[src/rtl/spart_tx_arb_if.sv]
// rtl/spart_tx_arb_if.sv - requester, transmitter and status signals of the SPART transmit arbiter
interface spart_tx_arb_if #(
  parameter int NREQ = 4
);
  logic [NREQ-1:0]   req_valid;
  logic [8*NREQ-1:0] req_data;
  logic [NREQ-1:0]   req_last;
  logic [NREQ-1:0]   req_ready;
  logic [NREQ-1:0]   grant;
  logic              tx_en;
  logic [7:0]        tx_data;
  logic              tx_tbr;
  logic              busy;
  logic              ack_err;
  logic              err_clr;

  modport master (
    output req_valid, req_data, req_last, tx_tbr, err_clr,
    input  req_ready, grant, tx_en, tx_data, busy, ack_err
  );

  modport slave (
    input  req_valid, req_data, req_last, tx_tbr, err_clr,
    output req_ready, grant, tx_en, tx_data, busy, ack_err
  );
endinterface

[src/rtl/spart_tx_arb.sv]
// rtl/spart_tx_arb.sv - round-robin arbiter sharing one SPART transmitter among NREQ byte producers
module spart_tx_arb #(
  parameter int NREQ         = 4,
  parameter int ACK_TIMEOUT  = 8,
  parameter int LOCK_TIMEOUT = 4096
) (
  input logic          clk,
  input logic          rst,
  spart_tx_arb_if.slave bus
);

  localparam int IW = (NREQ > 1) ? $clog2(NREQ) : 1;
  localparam int AW = $clog2(ACK_TIMEOUT + 1);
  localparam int LW = $clog2(LOCK_TIMEOUT + 1);

  typedef enum logic [2:0] {
    ARB,
    ISSUE,
    WAIT_START,
    WAIT_DONE,
    HOLD
  } state_t;

  state_t          state, state_nxt;
  logic [IW-1:0]   rr_ptr, rr_ptr_nxt;
  logic [IW-1:0]   owner, owner_nxt;
  logic            lock, lock_nxt;
  logic [NREQ-1:0] grant_q, grant_nxt;
  logic [7:0]      tx_data_q, tx_data_nxt;
  logic            ack_err_q, ack_err_nxt;
  logic [AW-1:0]   ack_cnt, ack_cnt_nxt;
  logic [LW-1:0]   idle_cnt, idle_cnt_nxt;

  logic            win_found;
  logic [IW-1:0]   win_idx;
  logic            do_accept;
  logic [IW-1:0]   acc_idx;
  logic            ack_set;
  logic            tx_en_c;
  logic [NREQ-1:0] ready_c;

  // Round-robin search starting just after the last released owner.
  always_comb begin
    win_found = 1'b0;
    win_idx   = '0;
    for (int k = 1; k <= NREQ; k++) begin
      if (!win_found && bus.req_valid[(int'(rr_ptr) + k) % NREQ]) begin
        win_found = 1'b1;
        win_idx   = IW'((int'(rr_ptr) + k) % NREQ);
      end
    end
  end

  always_comb begin
    state_nxt    = state;
    rr_ptr_nxt   = rr_ptr;
    owner_nxt    = owner;
    lock_nxt     = lock;
    grant_nxt    = grant_q;
    tx_data_nxt  = tx_data_q;
    ack_cnt_nxt  = ack_cnt;
    idle_cnt_nxt = idle_cnt;
    ack_set      = 1'b0;
    tx_en_c      = 1'b0;
    do_accept    = 1'b0;
    acc_idx      = owner;
    ready_c      = '0;

    case (state)
      ARB: begin
        if (bus.tx_tbr && win_found) begin
          do_accept = 1'b1;
          acc_idx   = win_idx;
        end
      end

      ISSUE: begin
        tx_en_c     = 1'b1;
        ack_cnt_nxt = '0;
        state_nxt   = WAIT_START;
      end

      // ack_cnt counts WAIT_START cycles; giving up on the (ACK_TIMEOUT-1)th
      // makes ack_err visible ACK_TIMEOUT cycles after the tx_en cycle.
      WAIT_START: begin
        if (!bus.tx_tbr) begin
          state_nxt = WAIT_DONE;
        end else if (ack_cnt >= AW'(ACK_TIMEOUT - 2)) begin
          ack_set    = 1'b1;
          lock_nxt   = 1'b0;
          grant_nxt  = '0;
          rr_ptr_nxt = owner;
          state_nxt  = ARB;
        end else begin
          ack_cnt_nxt = ack_cnt + 1'b1;
        end
      end

      WAIT_DONE: begin
        if (bus.tx_tbr) begin
          if (lock) begin
            idle_cnt_nxt = '0;
            state_nxt    = HOLD;
          end else begin
            grant_nxt  = '0;
            rr_ptr_nxt = owner;
            state_nxt  = ARB;
          end
        end
      end

      HOLD: begin
        if (bus.req_valid[owner]) begin
          do_accept = 1'b1;
          acc_idx   = owner;
        end else if (idle_cnt >= LW'(LOCK_TIMEOUT - 1)) begin
          lock_nxt   = 1'b0;
          grant_nxt  = '0;
          rr_ptr_nxt = owner;
          state_nxt  = ARB;
        end else begin
          idle_cnt_nxt = idle_cnt + 1'b1;
        end
      end

      default: state_nxt = ARB;
    endcase

    // Never hand out req_ready during reset: the requester would drop a byte
    // the arbiter is about to forget.
    if (do_accept && !rst) begin
      ready_c      = {{(NREQ-1){1'b0}}, 1'b1} << acc_idx;
      grant_nxt    = {{(NREQ-1){1'b0}}, 1'b1} << acc_idx;
      owner_nxt    = acc_idx;
      tx_data_nxt  = bus.req_data[{acc_idx, 3'b000} +: 8];
      lock_nxt     = ~bus.req_last[acc_idx];
      idle_cnt_nxt = '0;
      state_nxt    = ISSUE;
    end

    if (ack_set)
      ack_err_nxt = 1'b1;
    else if (bus.err_clr)
      ack_err_nxt = 1'b0;
    else
      ack_err_nxt = ack_err_q;
  end

  always_ff @(posedge clk) begin
    if (rst) begin
      state     <= ARB;
      rr_ptr    <= IW'(NREQ - 1);
      owner     <= '0;
      lock      <= 1'b0;
      grant_q   <= '0;
      tx_data_q <= 8'h00;
      ack_err_q <= 1'b0;
      ack_cnt   <= '0;
      idle_cnt  <= '0;
    end else begin
      state     <= state_nxt;
      rr_ptr    <= rr_ptr_nxt;
      owner     <= owner_nxt;
      lock      <= lock_nxt;
      grant_q   <= grant_nxt;
      tx_data_q <= tx_data_nxt;
      ack_err_q <= ack_err_nxt;
      ack_cnt   <= ack_cnt_nxt;
      idle_cnt  <= idle_cnt_nxt;
    end
  end

  assign bus.req_ready = ready_c;
  assign bus.grant     = grant_q;
  assign bus.tx_en     = tx_en_c;
  assign bus.tx_data   = tx_data_q;
  assign bus.busy      = (state != ARB);
  assign bus.ack_err   = ack_err_q;

endmodule
[src/flat_wrapper.sv]
// flat-port wrapper written by rule: the top's interface ports become plain ports
module spart_tx_arb_flat 
#(
  parameter int NREQ         = 4,
  parameter int ACK_TIMEOUT  = 8,
  parameter int LOCK_TIMEOUT = 4096
)
  (clk, rst, bus_req_valid, bus_req_data, bus_req_last, bus_tx_tbr, bus_err_clr, bus_req_ready, bus_grant, bus_tx_en, bus_tx_data, bus_busy, bus_ack_err);
  spart_tx_arb_if #(.NREQ(NREQ)) bus_i ();
  input logic clk;
  input logic rst;
  input wire logic [$bits(bus_i.req_valid)-1:0] bus_req_valid;
  input wire logic [$bits(bus_i.req_data)-1:0] bus_req_data;
  input wire logic [$bits(bus_i.req_last)-1:0] bus_req_last;
  input wire logic [$bits(bus_i.tx_tbr)-1:0] bus_tx_tbr;
  input wire logic [$bits(bus_i.err_clr)-1:0] bus_err_clr;
  output wire logic [$bits(bus_i.req_ready)-1:0] bus_req_ready;
  output wire logic [$bits(bus_i.grant)-1:0] bus_grant;
  output wire logic [$bits(bus_i.tx_en)-1:0] bus_tx_en;
  output wire logic [$bits(bus_i.tx_data)-1:0] bus_tx_data;
  output wire logic [$bits(bus_i.busy)-1:0] bus_busy;
  output wire logic [$bits(bus_i.ack_err)-1:0] bus_ack_err;
  assign bus_i.req_valid = bus_req_valid;
  assign bus_i.req_data = bus_req_data;
  assign bus_i.req_last = bus_req_last;
  assign bus_i.tx_tbr = bus_tx_tbr;
  assign bus_i.err_clr = bus_err_clr;
  assign bus_req_ready = bus_i.req_ready;
  assign bus_grant = bus_i.grant;
  assign bus_tx_en = bus_i.tx_en;
  assign bus_tx_data = bus_i.tx_data;
  assign bus_busy = bus_i.busy;
  assign bus_ack_err = bus_i.ack_err;
  spart_tx_arb #(.NREQ(NREQ), .ACK_TIMEOUT(ACK_TIMEOUT), .LOCK_TIMEOUT(LOCK_TIMEOUT)) u_core (.clk(clk), .rst(rst), .bus(bus_i));
endmodule
[config.mk]
export PLATFORM = sky130hd
export DESIGN_NAME = spart_tx_arb_flat
export DESIGN_NICKNAME = d
export VERILOG_FILES = /design/src/rtl/spart_tx_arb_if.sv /design/src/rtl/spart_tx_arb.sv /design/src/flat_wrapper.sv
export SDC_FILE = /design/constraint.sdc
export NUM_CORES = 1
export LEC_CHECK = 0
export ABC_AREA = 1
export ABC_CLOCK_PERIOD_IN_PS = 3100
export BUFFER_PORTS_ARGS = -buffer_cell sky130_fd_sc_hd__buf_2
export CORE_MARGIN = 3
export CORE_UTILIZATION = 55
export DETAILED_ROUTE_END_ITERATION = 10
export PLACE_DENSITY_LB_ADDON = 0.2
export SLEW_MARGIN = 20
export SYNTH_ARGS = -nofsm -noshare
export SYNTH_HDL_FRONTEND = slang
export SYNTH_SLANG_ARGS = --single-unit
[constraint.sdc]
create_clock -name clk -period 3.1 [get_ports clk]
set_clock_uncertainty 0.2 [all_clocks]
set_input_delay 0.62 -clock clk [delete_from_list [all_inputs] [get_ports clk]]
set_output_delay 0.62 -clock clk [all_outputs]
set_load 0.02 [all_outputs]
==> metrics.txt, run 1 <==
post-CTS setup repair buffer count 0; WL met3 337 um; EDFF count, synth 0; register-to-register setup slack 840 ps; first-pass GRT wire length 10,200 um; mapped cell area 0.00241 mm^2; Worst slew margin 70.3%; GP Congestion 0.856; Vias 2,615; Fin. Hold Viols 0; worst setup path class register to output port; met1 wire length 2680 um; CTS Hold Buffers Added 0; vias per cell 5.24; area leader, netlist dfxtp_1; Die Y 72.1 um; Comb power frac 26.5%; Startpoint Class register; CTS buffer count 5; # port buffers 62; register share of total power 37.0%; status complete, no violations; Leakage Power 1.53 nW; drt drc 0; Crit. Startpoint u_core.rr_ptr[0]; final worst-path cycle share 94.5%; synth-to-layout area growth 21.7%; asr flop ratio synth 0%; dpl hpwl 4530 um; total net switching power 437 uW; total iterations of the first detailed-routing run 4; DRT iter0 DRCs 128; switching portion of total power 30.6%; mean cell area of the mapped netlist 6.35 um^2; fin crit period 2930 ps; starting density of the core 58.5%; CTS tree built; max-cap viol count 0; ys flop type dfxtp_1; Overflow after GRT 0; Synth area leaders dfxtp_1 32%, nand2_1 21%, inv_1 7.6%; antenna viol nets, final 0; DR WL/cell 11.8 um; crit path to bus_req_ready[2]; count of different cell masters after synthesis 37; depth of the most critical reg-to-reg path 18; Synth top area share 31.6%; # setup viols final 0; Filler Cell Count 371; layout cells sized above 1 25.4%; Core Area 0.00412 mm^2; initial antenna violation count 0; crit end category output port; final setup TNS 0 ps; Worst VDD drop 305 uV; Pwr Total 1.43 mW; Critical Path Fanout Max 9; clk slew on worst S/H paths 80 ps; Clock Path Buffers 2; f_max 341 MHz; ant diodes 0; Worst Path Arrival 2110 ps; Syn Nets 426; Sink Count 38; nets@finish 495; largest net degree at the start of global routing 13; Max Transition Viols Final 0; reg2reg start u_core.rr_ptr[0]; Clock Latency Late Sink 290 ps; Req. time, crit path 2280 ps; H-tree levels 2; Clk pwr share 36.4%; synthesized instance count 379; post-synthesis sequential area ratio 31.6%; Yosys reg bits 38; Power Density 487 mW/mm^2; internal power 990 uW; highest routed layer met4; Die Wd 72.1 um; Slew @ Worst Pin 445 ps; Root Buffer clkbuf_8; Synth Warn # 0; GR Util All Layers 24.1%; met2 WL 2780 um; Rows 23; vias in the first global route 2,365; path category of the worst min-delay check register to register; die area 0.00520 mm^2; RSZ-0062 raised after global routing no; Reg2Reg Capture Point u_core.lock; final WL 5870 um; I/O pin count 63
state kept, by name, indices dropped and copies added (netlist names):
name and flops:
u_core.idle_cnt 13, u_core.bus.grant 4, u_core.lock 1, u_core.bus.ack_err 1, u_core.state 3, u_core.owner 2, u_core.ack_cnt 4, u_core.bus.tx_data 8
u_core.rr_ptr 2
placed cells by master (no fill, tap or decap), drive strengths merged:
cell type,Yosys,final
o21ai,10,10
or2,1,1
a2111oi,1,1
bufinv,0,2
nand4,2,2
xor2,4,4
nor4,1,1
o21a,2,2
buf,9,72
o22ai,1,1
nor3b,1,1
o21bai,1,1
nand3,31,31
ha,3,3
inv,54,54
dfxtp,38,38
clkbuf,1,6
a211oi,1,1
o211ai,5,5
o31ai,1,1
nor3,10,10
a22oi,4,4
nand3b,2,2
a21oi,18,18
nand2,151,151
nor2,26,26
a31oi,1,1
layout make-up:
type / instances / area (um^2) / area share, %
Clock buffer: 6 / 82.6 / 2.82
Sequential cell: 38 / 766 / 26.1
Tap cell: 50 / 62.6 / 2.14
Multi-Input combinational cell: 277 / 1370 / 46.6
Inverter: 54 / 208 / 7.09
Clock inverter: 2 / 60.1 / 2.05
Timing Repair Buffer: 72 / 385 / 13.2
critical path: stages (launching register included):
cell	delay, ps
dfxtp_4	380
inv_4	90
nand2_2	60
nand2_1	80
nand2_1	70
nand2_1	130
nor2_4	70
nand3_2	70
nand2_4	70
nand2_2	130
nand2_2	150
a21oi_4	210
nand2_2	80
inv_1	60
buf_2	150
through the flow:
| stage | instance area [um^2] | util, % | instances | hold slack [ps] | setup WS, ps |
|---|---|---|---|---|---|
| after floorplan | 2410 | - | 379 | 215 | 465 |
| after global placement | 2770 | 67.2 | 491 | 233 | 186 |
| after detailed placement | 2770 | 67.2 | 491 | 233 | 153 |
| after CTS | 2910 | 70.7 | 499 | 244 | 99.8 |
| after global routing | 2930 | 71.2 | 499 | 263 | 9.48 |
| final | 2930 | 71.2 | 499 | 246 | 169 |
timing repair:
action | in CTS | in global routing
endpoints found under the setup margin | 4 | 4
pin swaps | 0 | 0
resized for setup | 1 | 5
cell families (layout without fill, tap and decap cells):
group	Yosys count	count (layout)	share of synthesized area, %
compound gates	45	45	11.5
flops	38	38	31.6
simple gates	225	225	41.7
buf+inv	64	134	12.2
fa+ha+maj	3	3	1.56
xor+xnor	4	4	1.46
power groups by stage:
stage / combinational [mW] / clock (mW) / sequential (mW)
global placement: 0.364 / 0 / 0.539
floorplan: 0.261 / 0 / 0.555
detailed placement: 0.370 / 0 / 0.539
CTS: 0.372 / 0.524 / 0.528
finish: 0.378 / 0.520 / 0.528
global route: 0.423 / 0.550 / 0.532
routing by layer:
| layer | GRT usage, % | vias up |
|---|---|---|
| met5 | 0 | - |
| met4 | 7.10 | 0 |
| met3 | 5.12 | 8 |
| met2 | 41.7 | 76 |
| met1 | 30.1 | 1196 |
| li1 | - | 1335 |
cells in the mapped netlist (3+ instances only):
master	n
nand2_4	3
xor2_1	4
nand2_1	132
buf_6	5
ha_1	3
a21oi_1	15
o21ai_1	3
nand2_2	16
dfxtp_1	38
inv_2	4
buf_4	3
nand3_1	30
a22oi_1	4
o21ai_0	7
nor2_1	23
o211ai_1	5
a21oi_2	3
nor3_1	10
inv_1	49
how the worst min path moves through the flow:
stage	from	endpoint	slack, ps	cells after the start
4_1_cts	u_core.ack_cnt[3]	u_core.ack_cnt[3]	240	2
3_3_place_gp	u_core.idle_cnt[12]	u_core.idle_cnt[12]	230	2
6_report	u_core.ack_cnt[3]	u_core.ack_cnt[3]	250	2
5_1_grt	u_core.idle_cnt[12]	u_core.idle_cnt[12]	260	2
3_5_place_dp	u_core.ack_cnt[3]	u_core.ack_cnt[3]	230	2
2_1_floorplan	u_core.ack_cnt[3]	u_core.ack_cnt[3]	220	2
Note: power is estimated with default switching activity, not from simulation.
==> run 2: changes to the inputs <==
==> constraint.sdc (replaced) <==
create_clock -name clk -period 3.1 [get_ports clk]
set_clock_uncertainty 0.2 [all_clocks]
set_input_delay 0.31 -clock clk [delete_from_list [all_inputs] [get_ports clk]]
set_output_delay 0.31 -clock clk [all_outputs]
set_load 0.02 [all_outputs]
==> metrics.txt, run 2 (synthesis gave the netlist of run 1 again) <==
status complete, no violations; Vias 2,515 (-3.8%); Core Area 0.00412 mm^2 (unchanged); die area 0.00520 mm^2 (unchanged); Startpoint Class register; ant diodes 0 (unchanged); Slew @ Worst Pin 423 ps (-21.9 ps); Worst slew margin 71.7% (+1.4 points); synth-to-layout area growth 17.9%; final setup TNS 0 ps (unchanged); final WL 5580 um (-5.0%); vias in the first global route 2,297 (-2.9%); Leakage Power 1.48 nW (-2.8%); crit end category output port; CTS buffer count 5 (unchanged); I/O pin count 63 (unchanged); CTS tree built; Critical Path Fanout Max 12 (+3); initial antenna violation count 0 (unchanged); Die Y 72.1 um (unchanged); commonest non-fill, non-tap cell in the layout nand2_1; Power Density 459 mW/mm^2 (-5.7%); Worst VDD drop 267 uV (-13%); largest net degree at the start of global routing 23 (+10); nets@finish 488 (-1.4%); total iterations of the first detailed-routing run 4 (unchanged); WHS 91.1 ps (-155 ps); Largest Register u_core.idle_cnt; starting density of the core 58.5% (unchanged); max reg flops 13 (unchanged); dpl hpwl 4310 um (-5.0%); Req. time, crit path 2590 ps (+310 ps); DR WL/cell 11.3 um (-3.6%); reg2reg start u_core.rr_ptr[1]; Crit. Startpoint u_core.rr_ptr[1]; path category of the worst min-delay check primary input to register; hold path startpoint bus_err_clr; Worst Path Arrival 2350 ps (+240 ps); drt drc 0 (unchanged); DRT iter0 DRCs 95 (-26%); Filler Cell Count 395 (+6.5%); GP Congestion 0.862 (+0.68%); Die Wd 72.1 um (unchanged); first-pass GRT wire length 9610 um (-5.8%); Clock Latency Late Sink 290 ps (about the same); fin crit period 2860 ps (-74.1 ps); Max Transition Viols Final 0 (unchanged); worst setup path class register to output port; hold depth 4 (+2); depth of the most critical reg-to-reg path 16 (-2); Overflow after GRT 0 (unchanged); Rows 23 (unchanged); placed cells 484 (-1.4%); max-cap viol count 0 (unchanged); Clock Path Buffers 2 (unchanged); # setup viols final 0 (unchanged); fin cells 492 (-1.4%); antenna viol nets, final 0 (unchanged); Root Buffer clkbuf_8; # port buffers 62 (unchanged); GR Util All Layers 22.8% (-1.3 points); H-tree levels 2 (unchanged); vias per cell 5.11 (-2.5%); most frequent cells in the layout 132 x nand2_1, 62 x buf_2, 49 x inv_1, 37 x dfxtp_1, 30 x nand3_1; RSZ-0062 raised after global routing no; clk slew on worst S/H paths 70 ps (about the same); Sink Count 38 (unchanged); f_max 350 MHz (+2.6%); layout cells sized above 1 24.0% (-1.4 points); Fin. Hold Viols 0 (unchanged); final worst-path cycle share 92.1% (-2.4 points)
==> run 2: path summary, 6_finish.rpt <==
check                            end  slack [ps]
setup / recovery    bus_req_ready[0]         240
hold / removal    u_core.bus.ack_err          90
setup reg to reg         u_core.lock         670
hold reg to reg    u_core.ack_cnt[3]         240
==> run 2: final cells by class <==
cell class,count,area [um^2],share of cell area [%]
Sequential cell,38,762,26.9
Multi-Input combinational cell,277,1370,48.1
Tap cell,50,62.6,2.20
Inverter,54,205,7.23
Clock inverter,3,40.0,1.41
Timing Repair Buffer,65,333,11.7
Clock buffer,5,68.8,2.43
==> run 2: metrics by stage <==
step	power [mW]	cell area [um^2]	utilization [%]	worst slack, ps
2_1_floorplan	0.816	2410	-	949
3_3_place_gp	0.886	2710	65.9	507
3_5_place_dp	0.893	2710	65.9	410
4_1_cts	1.30	2820	68.6	98.8
5_1_grt	1.38	2840	69.0	37.4
6_report	1.30	2840	69.0	243
==> run 2: per-layer routing <==
metal  up-vias  global-route usage (%)  routed length, um
li1       1315                       -                  -
met1      1110                    28.5               2560
met2        76                    38.4               2560
met3        14                    5.40                347
met4         0                    7.72                108
met5         -                       0                  0
==> run 2: report_power, final <==
| part | leakage (nW) | switching, mW | internal, mW |
|---|---|---|---|
| clock | 0.0579 | 0.176 | 0.237 |
| combinational | 1.12 | 0.239 | 0.122 |
| sequential | 0.307 | 0.0176 | 0.512 |
| total | 1.48 | 0.433 | 0.871 |
==> run 2: what timing repair did <==
item,4_1_cts,5_1_grt
buffers inserted,0,0
endpoints found under the setup margin,0,4
resized for setup,0,3
hold buffers,0,0
==> run 2: worst max-delay path, cell delays in order (launching register included) <==
cell,delay [ps]
dfxtp_1,370
inv_2,130
nand2_1,80
nand2_2,90
nand2_1,70
nand2_2,70
inv_1,70
nand3_2,90
nand2_4,70
nand2_2,130
nand2_2,200
nor2_2,360
nand2_2,90
inv_1,80
buf_2,160
